**src/rtl/bus_fabric.sv**
```systemverilog
// 65C02 bus interconnect: registered address decode over up to 8 base/mask slots,
// per-slot wait states via RDY, read-data mux and a small maskable interrupt controller.
module bus_fabric #(
  parameter int                     N_SLOTS   = 4,
  parameter logic [16*N_SLOTS-1:0]  SLOT_BASE = {16'h8000, 16'h6000, 16'h5000, 16'h0000},
  parameter logic [16*N_SLOTS-1:0]  SLOT_MASK = {16'h8000, 16'hFFF0, 16'hFFF0, 16'hC000},
  parameter logic [4*N_SLOTS-1:0]   SLOT_WAIT = 16'h0000,
  parameter logic [15:0]            CTRL_BASE = 16'h7000,
  parameter logic [7:0]             FILL_BYTE = 8'hFF
) (
  input  logic                   clk,
  input  logic                   rst_n,
  input  logic [15:0]            cpu_ad,
  input  logic                   cpu_we,
  input  logic [7:0]             cpu_do,
  output logic [7:0]             cpu_di,
  output logic                   cpu_rdy,
  output logic                   cpu_irq,
  output logic [15:0]            bus_addr,
  output logic                   bus_we,
  output logic [N_SLOTS-1:0]     slot_cs,
  input  logic [8*N_SLOTS-1:0]   slot_do,
  input  logic [N_SLOTS-1:0]     slot_irq_n
);

  localparam logic [7:0] EN_MASK = 8'hFF >> (8 - N_SLOTS);

  logic [15:0]        addr_q, addr_d;
  logic               we_q, we_d;
  logic [N_SLOTS-1:0] cs_q, cs_d;
  logic               ctrl_q, ctrl_d;
  logic [3:0]         wcnt_q, wcnt_d;
  logic [7:0]         en_q, en_d;
  logic               err_q, err_d;
  logic [N_SLOTS-1:0] sync1_q, sync1_d, sync2_q, sync2_d;
  logic               irq_q, irq_d;

  logic               rdy_s, ctrl_hit_s, slot_hit_s, miss_s, ctrl_wr_s;
  logic [N_SLOTS-1:0] match_s, onehot_s, synced_s, pending_s;
  logic [2:0]         hit_idx_s;
  logic [3:0]         hit_wait_s;
  logic [7:0]         vec_s, slot_rd_s, ctrl_rd_s;

  assign rdy_s      = (wcnt_q == 4'd0);
  assign ctrl_hit_s = ((cpu_ad & 16'hFFFC) == CTRL_BASE);
  assign miss_s     = !ctrl_hit_s && !slot_hit_s;
  assign ctrl_wr_s  = ctrl_q && we_q && rdy_s;
  assign synced_s   = ~sync2_q;
  assign pending_s  = synced_s & en_q[N_SLOTS-1:0];

  // Raw per-slot base/mask comparison of the live CPU address
  always_comb begin
    match_s = {N_SLOTS{1'b0}};
    for (int i = 0; i < N_SLOTS; i++) begin
      match_s[i] = ((cpu_ad & SLOT_MASK[16*i +: 16]) == SLOT_BASE[16*i +: 16]);
    end
  end

  // Lowest-index slot wins; scanning downwards lets lower indices overwrite
  always_comb begin
    slot_hit_s = 1'b0;
    hit_idx_s  = 3'd0;
    hit_wait_s = 4'd0;
    for (int i = N_SLOTS - 1; i >= 0; i--) begin
      slot_hit_s = slot_hit_s | match_s[i];
      hit_idx_s  = match_s[i] ? 3'(i) : hit_idx_s;
      hit_wait_s = match_s[i] ? SLOT_WAIT[4*i +: 4] : hit_wait_s;
    end
    onehot_s = {N_SLOTS{1'b0}};
    for (int i = 0; i < N_SLOTS; i++) begin
      onehot_s[i] = slot_hit_s && !ctrl_hit_s && (hit_idx_s == 3'(i));
    end
  end

  // Read-side helpers: lowest pending vector and selected slot byte
  always_comb begin
    vec_s = 8'h80;
    for (int i = N_SLOTS - 1; i >= 0; i--) begin
      vec_s = pending_s[i] ? 8'(i) : vec_s;
    end
    slot_rd_s = 8'h00;
    for (int i = 0; i < N_SLOTS; i++) begin
      slot_rd_s = slot_rd_s | (cs_q[i] ? slot_do[8*i +: 8] : 8'h00);
    end
    case (addr_q[1:0])
      2'd0:    ctrl_rd_s = {err_q, 7'(pending_s)};
      2'd1:    ctrl_rd_s = en_q & EN_MASK;
      2'd2:    ctrl_rd_s = vec_s;
      2'd3:    ctrl_rd_s = 8'(synced_s);
      default: ctrl_rd_s = 8'h00;
    endcase
    if (ctrl_q) begin
      cpu_di = ctrl_rd_s;
    end else if (|cs_q) begin
      cpu_di = slot_rd_s;
    end else begin
      cpu_di = FILL_BYTE;
    end
  end

  // Next-state: the address phase loads only when ready, otherwise the wait counts down
  always_comb begin
    if (rdy_s) begin
      addr_d = cpu_ad;
      we_d   = cpu_we;
      cs_d   = onehot_s;
      ctrl_d = ctrl_hit_s;
      wcnt_d = (ctrl_hit_s || !slot_hit_s) ? 4'd0 : hit_wait_s;
    end else begin
      addr_d = addr_q;
      we_d   = we_q;
      cs_d   = cs_q;
      ctrl_d = ctrl_q;
      wcnt_d = wcnt_q - 4'd1;
    end
    if (ctrl_wr_s && (addr_q[1:0] == 2'd1)) begin
      en_d = cpu_do & EN_MASK;
    end else begin
      en_d = en_q;
    end
    // A new miss beats a same-cycle clear
    if (rdy_s && miss_s) begin
      err_d = 1'b1;
    end else if (ctrl_wr_s && (addr_q[1:0] == 2'd0) && cpu_do[7]) begin
      err_d = 1'b0;
    end else begin
      err_d = err_q;
    end
    sync1_d = slot_irq_n;
    sync2_d = sync1_q;
    irq_d   = |pending_s;
  end

  // State registers
  always_ff @(posedge clk or negedge rst_n) begin
    if (!rst_n) begin
      addr_q  <= 16'h0000;
      we_q    <= 1'b0;
      cs_q    <= {N_SLOTS{1'b0}};
      ctrl_q  <= 1'b0;
      wcnt_q  <= 4'd0;
      en_q    <= 8'hFF;
      err_q   <= 1'b0;
      sync1_q <= {N_SLOTS{1'b0}};
      sync2_q <= {N_SLOTS{1'b0}};
      irq_q   <= 1'b0;
    end else begin
      addr_q  <= addr_d;
      we_q    <= we_d;
      cs_q    <= cs_d;
      ctrl_q  <= ctrl_d;
      wcnt_q  <= wcnt_d;
      en_q    <= en_d;
      err_q   <= err_d;
      sync1_q <= sync1_d;
      sync2_q <= sync2_d;
      irq_q   <= irq_d;
    end
  end

  assign cpu_rdy  = rdy_s;
  assign cpu_irq  = irq_q;
  assign bus_addr = addr_q;
  assign bus_we   = we_q & rdy_s;
  assign slot_cs  = cs_q;

endmodule

```
**config.mk**
```make
export PLATFORM = sky130hd
export DESIGN_NAME = bus_fabric
export DESIGN_NICKNAME = d
export VERILOG_FILES = /design/src/rtl/bus_fabric.sv
export SDC_FILE = /design/constraint.sdc
export NUM_CORES = 1
export LEC_CHECK = 0
export CAP_MARGIN = 20
export CORE_MARGIN = 4
export CORE_UTILIZATION = 40
export DETAILED_ROUTE_END_ITERATION = 7
export MAX_ROUTING_LAYER = met4
export PLACE_DENSITY = 0.8
export SLEW_MARGIN = 30
export SYNTH_ARGS = -nofsm -noshare
export SYNTH_HDL_FRONTEND = slang
export SYNTH_SLANG_ARGS = --single-unit
```
**constraint.sdc**
```tcl
create_clock -name clk -period 2.2 [get_ports clk]
set_clock_uncertainty 0.2 [all_clocks]
set_input_delay 0.33 -clock clk [delete_from_list [all_inputs] [get_ports clk]]
set_output_delay 0.33 -clock clk [all_outputs]
set_load 0.05 [all_outputs]
```
==> results of run 1 <==
-- logic make-up (layout without fill, tap and decap cells) --
| group | Yosys count | count (layout) | synth area share |
|---|---|---|---|
| flip-flops | 40 | 40 | 0.539 |
| AO/OA/AOI/OAI | 48 | 48 | 0.182 |
| AND/OR/NAND/NOR | 83 | 83 | 0.202 |
| buffers and inverters | 17 | 120 | 0.0462 |
| multiplexers | 5 | 5 | 0.0302 |
-- flip-flops by register name, indices dropped and copies added (netlist names) --
register  cells
bus_addr     16
cpu_irq       1
ctrl_q        1
en_q          4
err_q         1
slot_cs       4
sync1_q       4
sync2_q       4
wcnt_q        4
we_q          1
-- worst paths after layout --
check | to | from
min in group asynchronous | cpu_irq | rst_n
worst min register to register | sync2_q[1] | sync1_q[1]
max in group asynchronous | slot_cs[1] | rst_n
worst max register to register | en_q[0] | bus_addr[1]
worst min-delay path | sync2_q[1] | sync1_q[1]
worst max-delay path | cpu_di[7] | slot_cs[0]
-- critical path, stage by stage, from the launching register on --
cell and delay, ps:
dfrtp_2 400, or4_4 530, nor2b_4 170, and3_4 160
a31oi_4 190, buf_12 160
-- through the flow --
step / hold slack, ps / instances
2_1_floorplan: -166 / 193
3_3_place_gp: 133 / 338
3_5_place_dp: 135 / 338
4_1_cts: 153 / 348
5_1_grt: 152 / 348
6_report: 149 / 348
-- metal layers --
metal	vias up	wire length, um	global-route usage
met2	83	2430	0.303
li1	880	-	-
met1	834	2460	0.255
met5	-	0	-
met3	9	510	0.0638
met4	0	98	0.0707
-- layout make-up --
class	count	share of cell area
inverters	7	0.00824
clock buffers	6	0.0228
well taps	52	0.0204
multi-input cells	136	0.274
flip-flops and latches	40	0.317
repair buffers	105	0.347
clock inverters	2	0.0110
-- cell usage in the layout, fill, tap and decap left out, drive strengths merged, types with 2 or more instances in the layout --
master         count
o21ai             11
a221oi             5
a31oi              6
nand2             55
dlymetal6s2s       2
a32o               2
dfstp              4
inv                7
dfrtp             36
a22oi             12
a22o               3
o31a               2
buf               29
nor4               3
mux2               5
nand3              3
clkdlybuf4s50     73
a21oi              2
nor2               6
nor2b              6
clkbuf             6
nand2b             3
-- power by group through the flow --
| stage | Clock (mW) | Sequential (mW) | Combinational (mW) |
|---|---|---|---|
| global placement | 0 | 0.798 | 0.452 |
| floorplan | 0 | 0.864 | 0.135 |
| CTS | 0.604 | 0.786 | 0.465 |
| finish | 0.588 | 0.786 | 0.462 |
| global route | 0.644 | 0.789 | 0.487 |
| detailed placement | 0 | 0.799 | 0.457 |
-- repair_timing --
item,4_1_cts,5_1_grt
resized for setup,3,3
endpoints found under the setup margin,8,10
endpoints found under the hold margin,36,0
hold buffers,1,0
setup buffers,1,0
pin swaps,0,2
gates cloned,0,0
==> results.cfg, run 1 <==
[timing]
layout_setup_ws_ps = -233
setup_tns_ps = -1120
tightest_slew_ps = 544
max_slew_margin = 0.637
rsz0062_at_grt = true
setup_viol = 8
hold_viol_final = 0
max_freq_ghz = 0.411
period_minus_slack_ps = 2430
min_period_over_period = 1.11
final_max_slew_viol_count = 0

[clock_network]
htree_levels = 2
clkTransAtPathRegs_ps = 80
cts_buffer_depth = 2
cts_root_buffer = clkbuf_8
clock-sinks = 40
clkLatencyLatePin_ps = 290
cts_made_buffers = 5
cts_tree = built

[worst_setup_path]
ff2ff_setup_slack_ps = 340
worstSetupPathType = reg2out
cp-end-kind = output port
worst_ep_required_time_ps = 1670
crit_fanout = 4
cp.arrival_ps = 1900
worstRegToRegCells = 4
startpoint_type = flop

[route]
via_count = 1806
wl_per_cell_um = 15.8
ant_nets = 0
viasPerCell = 5.19
first_pass_iters = 4
drt_iter0_drc = 94
wirelength_mm = 5.50
drc_errors = 0

[synthesis]
ys.flop_type = dfrtp_1
synth_area_per_cell_um2 = 9.67
yosysTopAreaCell = dfrtp_1
yosysUniqueCellTypes = 36
synth-seq-cells = 40
synthCells = 193
synth_area_leaders = dfrtp_1 (48%), nand2_1 (11%), dfstp_2 (5.6%)
synth.most_common_cell = nand2_1
syn-cell-area_um2 = 1870
synth_commonest_cells = nand2_1 (55), dfrtp_1 (36), a22oi_1 (12), o21ai_0 (11), inv_1 (7)
syn_nets = 256
synth-async-reset-ratio = 1.00
synth_edf_count = 0
yosysTopAreaCellShare = 0.483
ys_seq_area_frac = 0.539
yosys_warnings = 0

[die]
start_util = 0.420
die_w_um = 76.3
io_pins = 94
coreArea_um2 = 4440
die_y_um = 76.3
die_area_um2 = 5820
rows = 24

[place]
io_buffers = 90
place_congestion = 0.885
placed_area_um2 = 3040
dpl.hpwl_mm = 4.11
dp_slack_ps = 21.6

[finish]
layout-drive-gt1-share = 0.216
multiInputGateArea_um2 = 872
area_growth_syn_to_layout_pct = 70.8
num_antenna_cells = 0
nFillCells = 331
fin_util = 0.717
finalInstanceArea_um2 = 3190
seq_area_um2 = 1010
nets = 358

[pwr]
pwr-share-clk = 0.321
power.leakage_nw = 1.40
pwr-share-comb = 0.251
power_density_nw_per_um2 = 576
pwr-share-seq = 0.428
p_int_mw = 1.34
p_switching_mw = 0.499
fin_total_pwr_mw = 1.84
switching_share = 0.272
ir_drop_v = 0.000457

[status]
violations = negative setup slack
status = finished with violations

[grt]
grt_pass1_wl_mm = 9.09
grt_max_degree = 41
grt_overflow = 0
grt_pass1_vias = 1802
antenna_found_initial = 0
grt_usage = 0.201

[worst_hold_path]
min_path_cells = 0
hp-class = reg2reg

[flow_run]
max_cap_violations = 0
No activity file was read; power rests on OpenSTA's default activity.
==> run 2, diff against run 1 <==
Clock period 2.2 ns to 2.44 ns, I/O delays scaled along.
==> run 2 against run 1 <==
The run still ends with negative setup slack left. Flip-flop and latch count stayed put. Largest cell class unchanged. Total power is 4.5% lower. Sequential power is 9.8% lower. Sequential share of layout area is 0.16 points lower. Clock power is 7.3% higher. Critical path depth stayed put. Global-route usage is 0.68 points lower. Clock-buffer cell count stayed put.
==> results.cfg, run 2 (synthesized netlist as in run 1, its figures left out) <==
[status]
status = finished with violations
violations = negative setup slack

[clock_network]
clock-sinks = 40
cts_made_buffers = 5
cts_tree = built
clkLatencyLatePin_ps = 290
cts_buffer_depth = 2
cts_root_buffer = clkbuf_8
clkTransAtPathRegs_ps = 80
htree_levels = 2

[timing]
max_freq_ghz = 0.410
min_period_over_period = 1.00
final_max_slew_viol_count = 0
tightest_slew_ps = 553
max_slew_margin = 0.631
rsz0062_at_grt = true
hold_viol_final = 0
layout_setup_ws_ps = -1.86
setup_viol = 1
period_minus_slack_ps = 2440

[worst_setup_path]
worstRegToRegCells = 3
ff2ff_setup_slack_ps = 580
startpoint_type = flop
r2r_end = en_q[3]
crit_fanout = 4
cp.arrival_ps = 1880
max_stage_delay_ps = 530
worstSetupPathType = reg2out
crit_path_top_delay_cell = or4_4
cp-end-kind = output port
cp_cell_sequence = or4_4, nor2b_4, and3_4, a31oi_4, buf_12
worst_ep_required_time_ps = 1870
reg2reg_from = ctrl_q

[finish]
layout-drive-gt1-share = 0.194
largest_register_ffs = 16
num_antenna_cells = 0
final_common_cell = clkdlybuf4s50_1
final_cell_mix = clkdlybuf4s50_1 (79), nand2_1 (55), dfrtp_1 (32)
area_growth_syn_to_layout_pct = 71.6
fin_util = 0.721
finalInstanceArea_um2 = 3200
nets = 356

[worst_hold_path]
hold-path-endpoint = sync2_q[1]
hp-class = reg2reg
min_path_cells = 0
min_from = sync1_q[1]

[pwr]
power.leakage_nw = 1.37
power_density_nw_per_um2 = 547
fin_total_pwr_mw = 1.75
ir_drop_v = 0.000402

[die]
rows = 24
die_y_um = 76.3
die_w_um = 76.3
die_area_um2 = 5820
io_pins = 94
coreArea_um2 = 4440
start_util = 0.420

[grt]
antenna_found_initial = 0
grt_pass1_vias = 1856
grt_overflow = 0
grt_max_degree = 41
grt_usage = 0.194
grt_pass1_wl_mm = 8.81

[place]
io_buffers = 90
dpl.hpwl_mm = 4.08
place_congestion = 0.795
placed_area_um2 = 3020

[route]
drt_iter0_drc = 112
drc_errors = 0
wl_per_cell_um = 15.4
viasPerCell = 5.27
first_pass_iters = 4
wirelength_mm = 5.31
ant_nets = 0
via_count = 1825

[flow_run]
max_cap_violations = 0
[run 2: changes by cell type in the layout (fill, tap and decap cells not counted), moves of 2 or more]
cell and delta:
buf_4 -6, dlymetal6s2s_1 -2, a221oi_1 -2, a221oi_2 +2, a31oi_1 +2, clkdlybuf4s50_1 +6, a31oi_2 -2
[run 2: cell type report]
| type | count | area, um2 |
|---|---|---|
| Fill cell | 327 | 1240 |
| Timing Repair Buffer | 103 | 1100 |
| Sequential cell | 40 | 1010 |
| Multi-Input combinational cell | 136 | 873 |
| Clock buffer | 6 | 72.6 |
| Tap cell | 52 | 65.1 |
| Clock inverter | 2 | 60.1 |
| Inverter | 7 | 26.3 |
[run 2: report_power, final]
part | internal [mW] | leakage [nW] | switching [mW]
clock network | 0.409 | 0.0654 | 0.222
registers | 0.693 | 0.469 | 0.0159
logic | 0.207 | 0.838 | 0.206
[run 2: worst max-delay path by stage]
stage                     from        end  slack (ps)  cells after the start
finish              slot_cs[2]  cpu_di[7]          -2                      5
global route        slot_cs[2]  cpu_di[7]         -60                      5
CTS                 slot_cs[1]  cpu_di[7]         -30                      5
detailed placement  slot_do[0]  cpu_di[0]         140                      5
global placement    slot_do[0]  cpu_di[0]         150                      5
floorplan           slot_cs[2]  cpu_di[4]        -170                      3
[run 2: worst max-delay path, delay by kind of cell, from the launching register on]
kind,cells,cell delay [ps]
simple gates,3,850
buf+inv,1,160
flops,1,410
compound gates,1,160
[run 2: per-layer routing]
layer	track usage	wire (um)
met4	0.0725	101
met5	-	0
met2	0.312	2430
met1	0.230	2350
met3	0.0579	428
[run 2: through the flow]
step	instances	hold slack [ps]	setup TNS (ps)	setup WS [ps]
2_1_floorplan	193	-130	-519	-171
3_3_place_gp	335	133	0	149
3_5_place_dp	335	135	0	138
4_1_cts	346	153	-32.8	-26.0
5_1_grt	346	160	-192	-64.6
6_report	346	152	-1.86	-1.86
[run 2: repair_timing]
item | in CTS | in global routing
resized for setup | 1 | 4
pin swaps | 2 | 2
hold endpoints to repair | 36 | 0
hold buffers | 1 | 0
endpoints found under the setup margin | 3 | 7
setup buffers | 2 | 0
